[config.mk]
export PLATFORM = sky130hd
export DESIGN_NAME = pmod_loop_tester
export DESIGN_NICKNAME = d
export VERILOG_FILES = /design/src/rtl/pmod_loop_tester.sv
export SDC_FILE = /design/constraint.sdc
export NUM_CORES = 1
export LEC_CHECK = 0
export CORE_MARGIN = 1
export CORE_UTILIZATION = 35
export DETAILED_ROUTE_END_ITERATION = 7
export PLACE_DENSITY_LB_ADDON = 0.1
export SYNTH_ARGS = -nofsm -noshare
export SYNTH_HDL_FRONTEND = slang
export SYNTH_SLANG_ARGS = --single-unit
[constraint.sdc]
create_clock -name clk -period 3.7 [get_ports clk]
set_clock_uncertainty 0.15 [all_clocks]
set_input_delay 0.37 -clock clk [delete_from_list [all_inputs] [get_ports clk]]
set_output_delay 0.37 -clock clk [all_outputs]
set_load 0.02 [all_outputs]
[src/rtl/pmod_loop_tester.sv]
// pmod_loop_tester: drives a chosen set of 8-bit patterns onto the pmod
// output bank, waits for the loopback cable to settle, then compares the
// synchronised return data against what was sent. It reports pass/fail,
// a mismatch count and the first pattern that came back wrong.

module pmod_loop_tester #(
    parameter int SETTLE_CYCLES = 16
) (
    input  logic        clk,
    input  logic        reset,
    input  logic        start,
    input  logic [1:0]  mode,
    input  logic [7:0]  rx_data,
    output logic [7:0]  tx_data,
    output logic        busy,
    output logic        done,
    output logic        pass,
    output logic [15:0] err_count,
    output logic [7:0]  first_fail
);

    // The settle counter only ever holds SETTLE_CYCLES-1 down to 0.
    // SETTLE_CYCLES must be at least 3 so the two-flop synchronizer has
    // flushed the previous pattern before the compare.
    localparam int CNT_W = (SETTLE_CYCLES > 2) ? $clog2(SETTLE_CYCLES) : 2;

    localparam logic [2:0] ST_IDLE   = 3'd0;
    localparam logic [2:0] ST_DRIVE  = 3'd1;
    localparam logic [2:0] ST_SETTLE = 3'd2;
    localparam logic [2:0] ST_CHECK  = 3'd3;
    localparam logic [2:0] ST_DONE   = 3'd4;

    localparam logic [1:0] MODE_WALK1 = 2'd0;
    localparam logic [1:0] MODE_WALK0 = 2'd1;
    localparam logic [1:0] MODE_COUNT = 2'd2;
    localparam logic [1:0] MODE_ALT   = 2'd3;

    logic [2:0]       state;
    logic [1:0]       mode_q;
    logic [8:0]       idx;
    logic [CNT_W-1:0] settle_cnt;
    logic [7:0]       rx_meta;
    logic [7:0]       rx_sync;
    logic [7:0]       pattern_cur;
    logic [8:0]       last_idx;
    logic             mismatch;
    logic [15:0]      err_next;

    // Two-flop synchronizer: the looped-back pins are asynchronous to clk,
    // so the comparator only ever looks at rx_sync.
    always_ff @(posedge clk) begin
        if (reset) begin
            rx_meta <= 8'h00;
            rx_sync <= 8'h00;
        end else begin
            rx_meta <= rx_data;
            rx_sync <= rx_meta;
        end
    end

    // Pattern generator: the byte to drive for index idx in the latched mode.
    always_comb begin
        pattern_cur = 8'h00;
        case (mode_q)
            MODE_WALK1: pattern_cur = 8'h01 << idx[2:0];
            MODE_WALK0: pattern_cur = ~(8'h01 << idx[2:0]);
            MODE_COUNT: pattern_cur = idx[7:0];
            MODE_ALT:   pattern_cur = idx[0] ? 8'hAA : 8'h55;
            default:    pattern_cur = 8'h00;
        endcase
    end

    // Index of the final pattern of each set (pattern count minus one).
    always_comb begin
        last_idx = 9'd0;
        case (mode_q)
            MODE_WALK1: last_idx = 9'd7;
            MODE_WALK0: last_idx = 9'd7;
            MODE_COUNT: last_idx = 9'd255;
            MODE_ALT:   last_idx = 9'd1;
            default:    last_idx = 9'd0;
        endcase
    end

    // Compare result and the error count it would produce; pass is taken
    // from err_next so the final pattern's result is included.
    always_comb begin
        mismatch = (rx_sync != tx_data);
        err_next = mismatch ? (err_count + 16'd1) : err_count;
    end

    // done is asserted for exactly the single cycle spent in DONE.
    assign done = (state == ST_DONE);

    // Main sequencer: IDLE -> (DRIVE -> SETTLE -> CHECK) per pattern -> DONE.
    // busy drops and pass is updated on entry to DONE so both are already
    // valid while the done pulse is high.
    always_ff @(posedge clk) begin
        if (reset) begin
            state      <= ST_IDLE;
            mode_q     <= 2'd0;
            idx        <= 9'd0;
            settle_cnt <= '0;
            tx_data    <= 8'h00;
            busy       <= 1'b0;
            pass       <= 1'b0;
            err_count  <= 16'd0;
            first_fail <= 8'h00;
        end else begin
            case (state)
                ST_IDLE: begin
                    if (start) begin
                        mode_q     <= mode;
                        err_count  <= 16'd0;
                        first_fail <= 8'h00;
                        pass       <= 1'b0;
                        idx        <= 9'd0;
                        busy       <= 1'b1;
                        state      <= ST_DRIVE;
                    end
                end
                ST_DRIVE: begin
                    tx_data    <= pattern_cur;
                    settle_cnt <= CNT_W'(SETTLE_CYCLES - 1);
                    state      <= ST_SETTLE;
                end
                ST_SETTLE: begin
                    if (settle_cnt == '0) begin
                        state <= ST_CHECK;
                    end else begin
                        settle_cnt <= settle_cnt - CNT_W'(1);
                    end
                end
                ST_CHECK: begin
                    if (mismatch) begin
                        err_count <= err_next;
                        if (err_count == 16'd0) begin
                            first_fail <= tx_data;
                        end
                    end
                    if (idx == last_idx) begin
                        busy  <= 1'b0;
                        pass  <= (err_next == 16'd0);
                        state <= ST_DONE;
                    end else begin
                        idx   <= idx + 9'd1;
                        state <= ST_DRIVE;
                    end
                end
                ST_DONE: begin
                    state <= ST_IDLE;
                end
                default: begin
                    state <= ST_IDLE;
                end
            endcase
        end
    end

endmodule

# Word-level counts from Yosys, hierarchy flattened
# Index checks and enable logic that the tools add are counted.
totals:
  register_bits: 68
  output_inout_bits: 35
  wordCells: 73
classes:
  add_sub_neg: 3
  eq_ne: 16
  shifts: 1
  mux: 26
  bitwise_logic: 1
  reduce_logical: 15
ops:
  columns: ["cell", "n"]
  rows:
  - ["$mux W16", 3]
  - ["$logic_not A16 Y1", 2]
  - ["$mux W8", 4]
  - ["$pmux W16 S2", 1]
  - ["$pmux W8 S4", 1]
  - ["$pmux W9 S3", 1]
  - ["$mux W9", 2]
  - ["$pmux W9 S2", 1]
  - ["$add A16 B1 Y16 const B", 1]
  - ["$pmux W8 S2", 1]
  - ["$ne A2 B2 Y1 const B", 7]
  - ["$pmux W3 S4", 1]
  - ["$add A9 B1 Y9 const B", 1]
  - ["$eq A9 B9 Y1", 1]
  - ["$mux W3", 3]
  - ["$reduce_and A3 Y1", 3]
  - ["$ne A8 B8 Y1", 1]
  - ["$not A8 Y8", 1]
  - ["$pmux W4 S2", 1]
  - ["$shl A1 B3 Y8 const A", 1]
  - ["$eq A3 B2 Y1 const B", 2]
  - ["$reduce_and A2 Y1", 3]
  - ["$eq A2 B2 Y1 const B", 2]
  - ["$logic_not A4 Y1", 1]
  - ["other kinds (12)", 17]

# Longest topological paths before layout
# Gate-level depths: netlist (run 1).
depth:
  ltp_word: 6
  depth_mapped: 11

# Worst setup path after synthesis (run 1)
# OpenSTA, ideal clock, no wires.
synth_timing:
  path_type: "register to register"
  startpoint: "register mode_q[1]"
  endpoint: "register pass"
  setup_time_ps: 69
  t_arrival_ps: 2664
  path_slack_ps: 817
  stages_incl_launch_ff: 11
  n_path_buf: 2
  period_less_slack_ps: 2883
  cell_sequence: "dfxtp_1 buf_4 clkbuf_1 nor2b_1 ha_1 or4_4 nor4_4 nand3_2 a2111oi_4 nand4_1 o21ai_1"
synth_between:
  elab_chain_len: 6
  elab_cells_between_ends: 9
synth_lines:
  columns: ["element", "line", "source"]
  rows:
  - ["from (decl)", "39", "logic [1:0] mode_q;"]
  - ["from (signal assigned)", "113", "mode_q <= mode;"]
  - ["$eq A2 B1 Y1 or $logic_not A2 Y1 (tied branches)", "76", "case (mode_q)"]
  - ["$reduce_or A2 Y1 (no source line)", null, null]
  - ["$pmux W9 S3 (*)", "76", null]
  - ["$eq A9 B9 Y1 (*)", "141", "if (idx == last_idx) begin"]
  - ["$ne A2 B2 Y1 (no source line) (*)", null, null]
  - ["$reduce_and A3 Y1 (no source line) (*)", null, null]
  - ["to (signal assigned)", "143", "pass <= (err_next == 16'd0);"]
  - ["to (decl)", "17", "output logic pass,"]
# Every way passes the cells marked *; elsewhere a longest branch is shown, timed or not. The select of a mux whose other input is x is not followed.
# A chain may end at the register's enable or synchronous reset.

# Worst setup path in the final report (run 1)
# Same ends and word-level chain as after synthesis.

==> results of run 1 <==
-- worst max-delay path, cell delays in order, from the launching register on --
cell,delay (ps)
dfxtp_1,650
nor2b_1,390
ha_1,300
or4_4,550
nor4_4,240
nand3_2,180
a2111oi_4,320
nand4_1,130
o21ai_1,130
-- synth_stat cells (all sizes together) (5+ instances only) --
master and n:
nand4 6, xnor2 15, nor3 13, and3 6, a211oi 5, xor2 8, a21oi 47, inv 6
nand2 45, ha 14, o21ai 15, buf 12, nor2b 21, nand3 22, dfxtp 68, nor2 48
clkbuf 13
-- flip-flops by register name, summed over array words and instances, names as in the netlist --
| name | flops |
|---|---|
| pass | 1 |
| mode_q | 2 |
| err_count | 16 |
| busy | 1 |
| rx_sync | 8 |
| rx_meta | 8 |
| state | 3 |
| settle_cnt | 4 |
| idx | 9 |
| tx_data | 8 |
| first_fail | 8 |
-- path summary, 6_finish.rpt --
kind | to | slack, ps | start | cells past startpoint
max | pass | 600 | mode_q[1] | 8
min | tx_data[3] | 270 | reset | 2
max reg2reg | pass | 600 | mode_q[1] | 8
min reg2reg | rx_sync[3] | 290 | rx_meta[3] | 1
-- power groups by stage --
stage	clock network [uW]	logic, uW	registers, uW
finish	689	302	809
CTS	707	304	809
global placement	0	301	826
floorplan	0	245	810
detailed placement	0	302	826
global route	742	336	814
-- stage by stage --
| step | instances | power, uW | worst slack, ps |
|---|---|---|---|
| 2_1_floorplan | 428 | 1055 | 816.7 |
| 3_3_place_gp | 586 | 1127 | 788.0 |
| 3_5_place_dp | 586 | 1128 | 624.4 |
| 4_1_cts | 602 | 1820 | 611.8 |
| 5_1_grt | 602 | 1892 | 430.0 |
| 6_report | 602 | 1800 | 603.7 |
-- cell type report --
cell class	count	area share, %
sequential	68	31.06
timing repair buffer	50	11.13
clock buffer	9	2.826
multi-input combinational	328	47.99
clock inverter	7	2.284
inverter	7	0.9135
tap	133	3.797
-- cells by family (layout without fill, tap and decap cells) --
group,Yosys count,after routing,share of synthesized area (%)
xor gates and xnor gates,23,23,5.531
adders and majority gates,14,14,4.809
DFF,68,68,37.38
AOI/OAI and AO/OA,96,96,17.83
and+or+nand+nor,191,191,28.41
buffers and inverters,32,73,4.878
muxes,4,4,1.168
-- metal layers --
layer	vias to the layer above	GRT usage, %
li1	1592	-
met1	1443	22.39
met2	62	27.10
met3	7	3.258
met4	0	5.510
met5	-	0
==> results.json, run 1 <==
{
  "grt_overflow": 0,
  "cellPowerDensity_nw_per_um2": 410.7,
  "die_width_um": 104.0,
  "htree_num_levels": 3,
  "synth_area_um2": 3642,
  "synth_seq_area_share_pct": 37.38,
  "final_cell_area_um2": 4383,
  "avgSynthCellArea_um2": 8.510,
  "setup_repair_after_global_routing_missed_its_margin": "no",
  "antenna_left": 0,
  "design.core.area_um2": 9910,
  "cts_made_buffers": 9,
  "design.die.area_um2": 10820,
  "setup_total_negative_slack_ps": 0,
  "synth_cells": 428,
  "detailed_place_hpwl_um": 6102,
  "mostFrequentLayoutCells": "dfxtp_1 (68), nor2_1 (48), clkdlybuf4s50_1 (46)",
  "drt_iter0_markers": 93,
  "seq_power_share_pct": 44.9,
  "multi_input_gate_area_in_the_final_layout_um2": 2103,
  "final.period_utilization_pct": 83.68,
  "met3WireLength_um": 281,
  "netSwitchingPower_uw": 533.3,
  "internal_power_uw": 1267,
  "max_freq_mhz": 323.0,
  "tightest_slew_ps": 728.1,
  "routed_wirelength_um": 8680,
  "top_signal_layer_used": "met4",
  "clock_sinks": 68,
  "via_count_of_the_first_global_routing_pass": 2913,
  "post_drt_wl_per_cell_um": 14.42,
  "cts_tree": "done",
  "met2_wirelength_um": 3992,
  "clock_insertion_delay_worst_skew_ps": 360,
  "endpoint_kind": "flop",
  "finalWorstPathRequiredPeriod_ps": 3096,
  "power.share.switching_pct": 29.63,
  "ys_async_sr_fraction_pct": 0,
  "n_antenna_cell": 0,
  "timing.critical_path.fanout_max": 17,
  "slew_headroom_pct": 51.28,
  "rows": 36,
  "cts_hold_buf": 0,
  "die_height_um": 104.0,
  "critPathRequiredTime_ps": 3830,
  "post-route-util_pct": 44.23,
  "post-cts-setup-buffers": 0,
  "gpl.final_weighted_congestion": 0.8013,
  "drc_errors": 0,
  "synth.distinct_cells": 63,
  "grt_max_degree": 45,
  "timing.critical_path.arrival_ps": 3230,
  "clkPwrFrac_pct": 38.3,
  "yosys.area.top_type": "dfxtp_1",
  "register_area_um2": 1361,
  "cts.root.buffer_cell": "clkbuf_8",
  "synth_top_area_share_pct": 37.38,
  "wl_met1_um": 4330,
  "first_pass_iters": 4,
  "dpl_cell_area_um2": 4159,
  "fillerInstances": 1049,
  "clk_pin_slew_ps": 70,
  "grt_antenna_before_repair": 0,
  "hold_slack_ps": 269.3,
  "post_cts_resize_count": 0,
  "vias": 3104,
  "outcome": "finished, final reports clean",
  "postSynth.topFlopCell": "dfxtp_1",
  "final-max-slew-violation-count": 0,
  "mappedNetlistNets": 455,
  "nets": 491,
  "grt_first_pass_wirelength_um": 14570,
  "setup_viol_count_final": 0,
  "postSynthRegisterBits": 68,
  "drt-vias-per-instance": 5.156,
  "initial_cell_density_of_the_core_pct": 36.76,
  "track_usage_pct": 16.78,
  "layout-drive-gt1-share_pct": 9.168,
  "yosysWarningCount": 0,
  "combPwrFrac_pct": 16.8,
  "area.growth.synth_to_final_pct": 20.34,
  "path_class": "reg2reg",
  "synth.area.top_cells": "dfxtp_1 (37%), a21oi_1 (6.2%), nor2_1 (4.9%), ha_1 (4.8%), nand2_1 (4.5%)",
  "leakagePower_uw": 0.001568,
  "most_common_cell_after_layout_fill_and_taps_aside": "dfxtp_1",
  "cts-root-to-sink-buffers": 2,
  "final_hold_viol_count": 0,
  "holdCritPathClass": "in2reg",
  "maxCapViolCount": 0,
  "synth_enable_flop_cells": 0,
  "num_io_pins": 48,
  "worstSetupStartpointType": "flop",
  "placement.io_buffers": 47,
  "max_rail_drop_vdd_mv": 0.1930
}
(Power assumes the default switching activity.)
==> run 2: changes to the inputs <==
==> constraint.sdc (replaced) <==
create_clock -name clk -period 2.65 [get_ports clk]
set_clock_uncertainty 0.15 [all_clocks]
set_input_delay 0.265 -clock clk [delete_from_list [all_inputs] [get_ports clk]]
set_output_delay 0.265 -clock clk [all_outputs]
set_load 0.02 [all_outputs]
==> run 2 against run 1 <==
  * Die area unchanged
  * Cell area grew 2.5%
  * Sequential share of layout area down 0.72 points
  * Setup slack got worse by 490 ps
  * Largest power group unchanged
==> results.json, run 2 (synthesis results as in run 1) <==
{
  "outcome": "finished, final reports clean",
  "r2r_start": "mode_q[1]",
  "drt_iter0_markers": 134,
  "design.die.area_um2": 10820,
  "layout-drive-gt1-share_pct": 12.22,
  "reg_top3": "err_count: 16 flops, idx: 9 flops",
  "power.share.switching_pct": 31.27,
  "mostFrequentLayoutCells": "dfxtp_1 (67), nor2_1 (48), clkdlybuf4s50_1 (46)",
  "combPwrFrac_pct": 19.4,
  "routed_wirelength_um": 8888,
  "grt_overflow": 0,
  "design.core.area_um2": 9910,
  "holdCritPathClass": "in2reg",
  "reg2reg_slack_ps": 110,
  "cts_made_buffers": 9,
  "endpoint_kind": "flop",
  "antenna_left": 0,
  "total_power_uw": 2492,
  "internal_power_uw": 1713,
  "final_cells": 616,
  "max_rail_drop_vdd_mv": 0.2805,
  "grt_antenna_before_repair": 0,
  "cp-endpoint": "pass",
  "finalWorstPathRequiredPeriod_ps": 2541,
  "slew_headroom_pct": 53.13,
  "vias": 3190,
  "clkPwrFrac_pct": 36.0,
  "area.growth.synth_to_final_pct": 23.29,
  "initial_cell_density_of_the_core_pct": 36.76,
  "rows": 36,
  "timing.critical_path.fanout_max": 5,
  "htree_num_levels": 3,
  "netSwitchingPower_uw": 779.2,
  "grt_max_degree": 39,
  "pre_cts_slack_ps": 120.0,
  "n_antenna_cell": 0,
  "final_cell_area_um2": 4491,
  "die_height_um": 104.0,
  "drc_errors": 0,
  "largest_register_ffs": 16,
  "final-max-slew-violation-count": 0,
  "critPathRequiredTime_ps": 2770,
  "startpoint": "mode_q[1]",
  "gpl.final_weighted_congestion": 0.8306,
  "clock_insertion_delay_worst_skew_ps": 350,
  "crit-reg2reg-capture": "pass",
  "path_class": "reg2reg",
  "seq_power_share_pct": 44.5,
  "die_width_um": 104.0,
  "clock_sinks": 68,
  "setup_viol_count_final": 0,
  "tightest_slew_ps": 701.4,
  "max_freq_mhz": 393.5,
  "setup_repair_after_global_routing_missed_its_margin": "yes",
  "final_critical_path_setup_slack_ps": 108.9,
  "drt-vias-per-instance": 5.179,
  "via_count_of_the_first_global_routing_pass": 2985,
  "worst_r2r_path_depth": 8,
  "dp.cells": 599,
  "first_pass_iters": 6,
  "post-route-util_pct": 45.32,
  "placement.io_buffers": 47,
  "leakagePower_uw": 0.001643,
  "timing.critical_path.arrival_ps": 2660,
  "final.period_utilization_pct": 95.89,
  "most_common_cell_after_layout_fill_and_taps_aside": "dfxtp_1",
  "cts_tree": "done",
  "cellPowerDensity_nw_per_um2": 555.0,
  "clk_pin_slew_ps": 80,
  "maxCapViolCount": 0,
  "post_drt_wl_per_cell_um": 14.43,
  "nets": 505,
  "largest-register": "err_count",
  "detailed_place_hpwl_um": 6282,
  "num_io_pins": 48,
  "grt_first_pass_wirelength_um": 15140,
  "worstSetupStartpointType": "flop",
  "track_usage_pct": 17.21,
  "final_hold_viol_count": 0,
  "dpl_cell_area_um2": 4277,
  "cts.root.buffer_cell": "clkbuf_8",
  "cts-root-to-sink-buffers": 2
}
[run 2: cell types whose count changed in the layout (fill, tap and decap cells not counted)]
cell / previous run / this run
buf_4: 3 / 16
clkinv_4: 1 / 2
nor2b_1: 21 / 20
dfxtp_2: 0 / 1
buf_12: 0 / 1
clkinvlp_4: 3 / 1
nor2b_4: 0 / 1
bufinv_16: 2 / 1
inv_6: 1 / 3
dfxtp_1: 68 / 67
[run 2: area by class of cell]
class / instances / area, um2
clock buffer: 9 / 123.9
clock inverter: 7 / 81.33
fill: 1003 / 5419
inverter: 7 / 40.04
multi-input combinational: 328 / 2111
sequential: 68 / 1363
tap: 133 / 166.4
timing repair buffer: 64 / 605.6
[run 2: worst min path at each step]
| stage | start | to | slack, ps | cells after the start |
|---|---|---|---|---|
| CTS | reset | tx_data[3] | 250 | 2 |
| global route | reset | idx[2] | 270 | 2 |
| detailed placement | rx_meta[5] | rx_sync[5] | 270 | 1 |
| finish | reset | tx_data[3] | 250 | 2 |
| global placement | rx_meta[6] | rx_sync[6] | 270 | 1 |
| floorplan | rx_data[4] | rx_meta[4] | 240 | 1 |
[run 2: repair_timing]
| item | CTS | global route |
|---|---|---|
| gates resized for setup | 0 | 1 |
| endpoints found under the setup margin | 0 | 2 |
| setup buffers | 0 | 1 |
| hold endpoints to repair | 0 | 0 |
| hold buffers | 0 | 0 |
[run 2: per-stage QoR]
stage / hold WS [ps] / TNS, ps
floorplan: 243.2 / 0
global placement: 271.0 / 0
detailed placement: 270.4 / 0
CTS: 248.8 / 0
global route: 272.5 / -69.18
finish: 249.5 / 0
[run 2: power by group through the flow]
stage          Clock [uW]  Combinational [uW]  Sequential (uW)
2_1_floorplan           0                 345             1130
3_3_place_gp            0                 474             1130
3_5_place_dp            0                 479             1140
4_1_cts               922                 482             1110
5_1_grt               968                 538             1120
6_report              898                 484             1110
[run 2: per-layer routing]
metal	routed length (um)	vias to the layer above	global-route usage, %
li1	-	1613	-
met1	4238	1503	22.52
met2	4163	65	28.57
met3	389	9	3.509
met4	96	0	4.796
met5	0	-	0
[run 2: worst max-delay path, stage by stage, from the launching register on]
cell       delay (ps)
dfxtp_2           330
nor2b_4           190
ha_1              260
or4_4             550
nor4_4            240
nand3_2           180
a2111oi_4         300
nand4_1           140
o21ai_1           130
==> edit, RTL diff (settings of run 1) <==
Reset style: asynchronous (`reset`), changed in 2 clocked blocks.
--- a/src/rtl/pmod_loop_tester.sv
+++ b/src/rtl/pmod_loop_tester.sv
@@ -48,7 +48,7 @@
 
     // Two-flop synchronizer: the looped-back pins are asynchronous to clk,
     // so the comparator only ever looks at rx_sync.
-    always_ff @(posedge clk) begin
+    always_ff @(posedge clk or posedge reset) begin
         if (reset) begin
             rx_meta <= 8'h00;
             rx_sync <= 8'h00;
@@ -95,7 +95,7 @@
     // Main sequencer: IDLE -> (DRIVE -> SETTLE -> CHECK) per pattern -> DONE.
     // busy drops and pass is updated on entry to DONE so both are already
     // valid while the done pulse is high.
-    always_ff @(posedge clk) begin
+    always_ff @(posedge clk or posedge reset) begin
         if (reset) begin
             state      <= ST_IDLE;
             mode_q     <= 2'd0;
Check against the original RTL: differs if reset is asserted again (counterexample within 4 cycles, from zero or initial values and one cycle with reset high); with reset held inactive, the same outputs for 10 cycles.
==> edit against run 1 <==
  * Worst setup slack improved by 0.17 ns
  * Die area fell by 1.1%
  * Cell area grew 0.43%
  * Wire length increased by 0.82%
  * Sequential cell count did not move
  * Largest cell class unchanged
  * Area after synthesis fell by 1.2%
  * Highest routed layer unchanged
  * Global-route usage grew 1.5 points
  * Non-clock buffer count rose by 1
Power is not compared: it rests on default switching activity, and its combinational part moved more than twofold at a synthesized area within 25%.
==> edit: results (changes against run 1) <==
[run_status]
outcome = finished, final reports clean

[yosys]
netlist_top_cells_area = dfrtp_1, nand2_1, o21ai_0, ha_1, xor2_1
postSynthCellCount = 396  ; -7.5%
synth-xor-area-share_pct = 4.866  ; -0.66 points
yosysWarningCount = 0  ; unchanged
synth_adder_area_share_pct = 4.866  ; +0.057 points
synth_compound_area_share_pct = 14.74  ; -3.1 points
synth_cell_types = 47  ; -25%
yosysMostFrequentCell = nand2_1
synth_flop_cell = dfrtp_1
synth_nets = 423  ; -7.0%
synth.mux.area_fraction_pct = 0.8690  ; -0.30 points
seq_area_frac_synth_pct = 47.27  ; +9.9 points
synthArstFlopShare_pct = 100.0  ; +100 points
synthTopCellsByCount = nand2_1, dfrtp_1, o21ai_0

[sta]
min_period_ns = 2.930  ; -0.1661 ns
slew_headroom_pct = 37.05  ; -14 points

[critical_path]
max_stage_delay_ns = 0.55  ; -0.10 ns
worstPathMaxFanout = 13  ; -4
critPathArrivalTime_ns = 2.99  ; -0.24 ns
critical-path-slowest-cell = nor4_1

[placement]
placed_cell_area_um2 = 4184  ; +0.60%
dp_hpwl_um = 6217  ; +1.9%
place_inst = 562  ; -4.1%
gp_congestion = 0.8683  ; +8.4%
portBuffers = 47  ; unchanged
dpl_worst_slack_ns = 0.8056  ; +0.1812 ns

[cts]
insertion_delay_ns = 0.34  ; -0.02 ns
clk_pin_slew_ns = 0.08
post_cts_buffers = 0  ; unchanged

[min_path]
hold_depth = 0  ; -2
hold_path.class = flip-flop to flip-flop

[routing]
wire_per_inst_um = 15.14  ; +5.0%
routed_wl_um = 8751  ; +0.82%
vias_per_cell = 5.168  ; +0.23%
drtIter0Drc = 151  ; +62%
drc = 0  ; unchanged

[final_layout]
reg.largest.list = err_count (16), idx (9)
drive_gt1_share_pct = 7.416  ; -1.8 points
diodes = 0  ; unchanged
fin_nets = 467  ; -4.9%

[pwr]
p_switching_mw = 1.311
max-vdd-ir-drop_uv = 278.4

[global_route]
grt_pass1_wl_um = 14640  ; +0.47%
globalRouteTotalUtil_pct = 18.24  ; +1.5 points
grt_max_degree = 69  ; +53%
grt_pass1_vias = 2834  ; -2.7%

[edit: per-layer routing]
layer	global-route usage (%)	vias to the layer above	part of all wire, %
met4	5.850	0	1.8
met3	3.831	13	3.0
met5	0	-	0
met1	24.62	1454	48
li1	-	1471	-
met2	29.29	49	47
[edit: layout make-up]
type                       count  area, um2
inverter                      16      60.06
clock buffer                  12      145.1
sequential                    68       1702
fill                         956       5463
multi-input combinational    294       1755
tap                          133      166.4
clock inverter                 4      72.57
timing repair buffer          51      500.5
[edit: final timing paths]
| kind | slack [ns] | endpoint | from |
|---|---|---|---|
| max in group asynchronous | 2.39 | tx_data[2] | reset |
| hold / removal | 0.20 | rx_sync[2] | rx_meta[2] |
| setup reg to reg | 0.77 | idx[8] | mode_q[1] |
| setup / recovery | 0.77 | idx[8] | mode_q[1] |
| min in group asynchronous | 0.46 | settle_cnt[0] | reset |
| hold reg to reg | 0.20 | rx_sync[2] | rx_meta[2] |
[edit: kinds of logic (layout without fill, tap and decap cells)]
logic type | Yosys count | in the layout
buffers and inverters | 34 | 83
multiplexers | 3 | 3
adder cells (fa/ha/maj) | 14 | 14
flip-flops | 68 | 68
AND/OR/NAND/NOR | 168 | 168
XOR/XNOR | 20 | 20
AO/OA/AOI/OAI | 89 | 89
[edit: power groups by stage]
| stage | clock [mW] | combinational, mW | sequential (mW) |
|---|---|---|---|
| after CTS | 0.707 | 1.30 | 1.16 |
| after global placement | 0 | 1.29 | 1.17 |
| after floorplan | 0 | 0.851 | 1.15 |
| after global routing | 0.737 | 1.47 | 1.20 |
| after detailed placement | 0 | 1.30 | 1.18 |
| final | 0.687 | 1.29 | 1.16 |
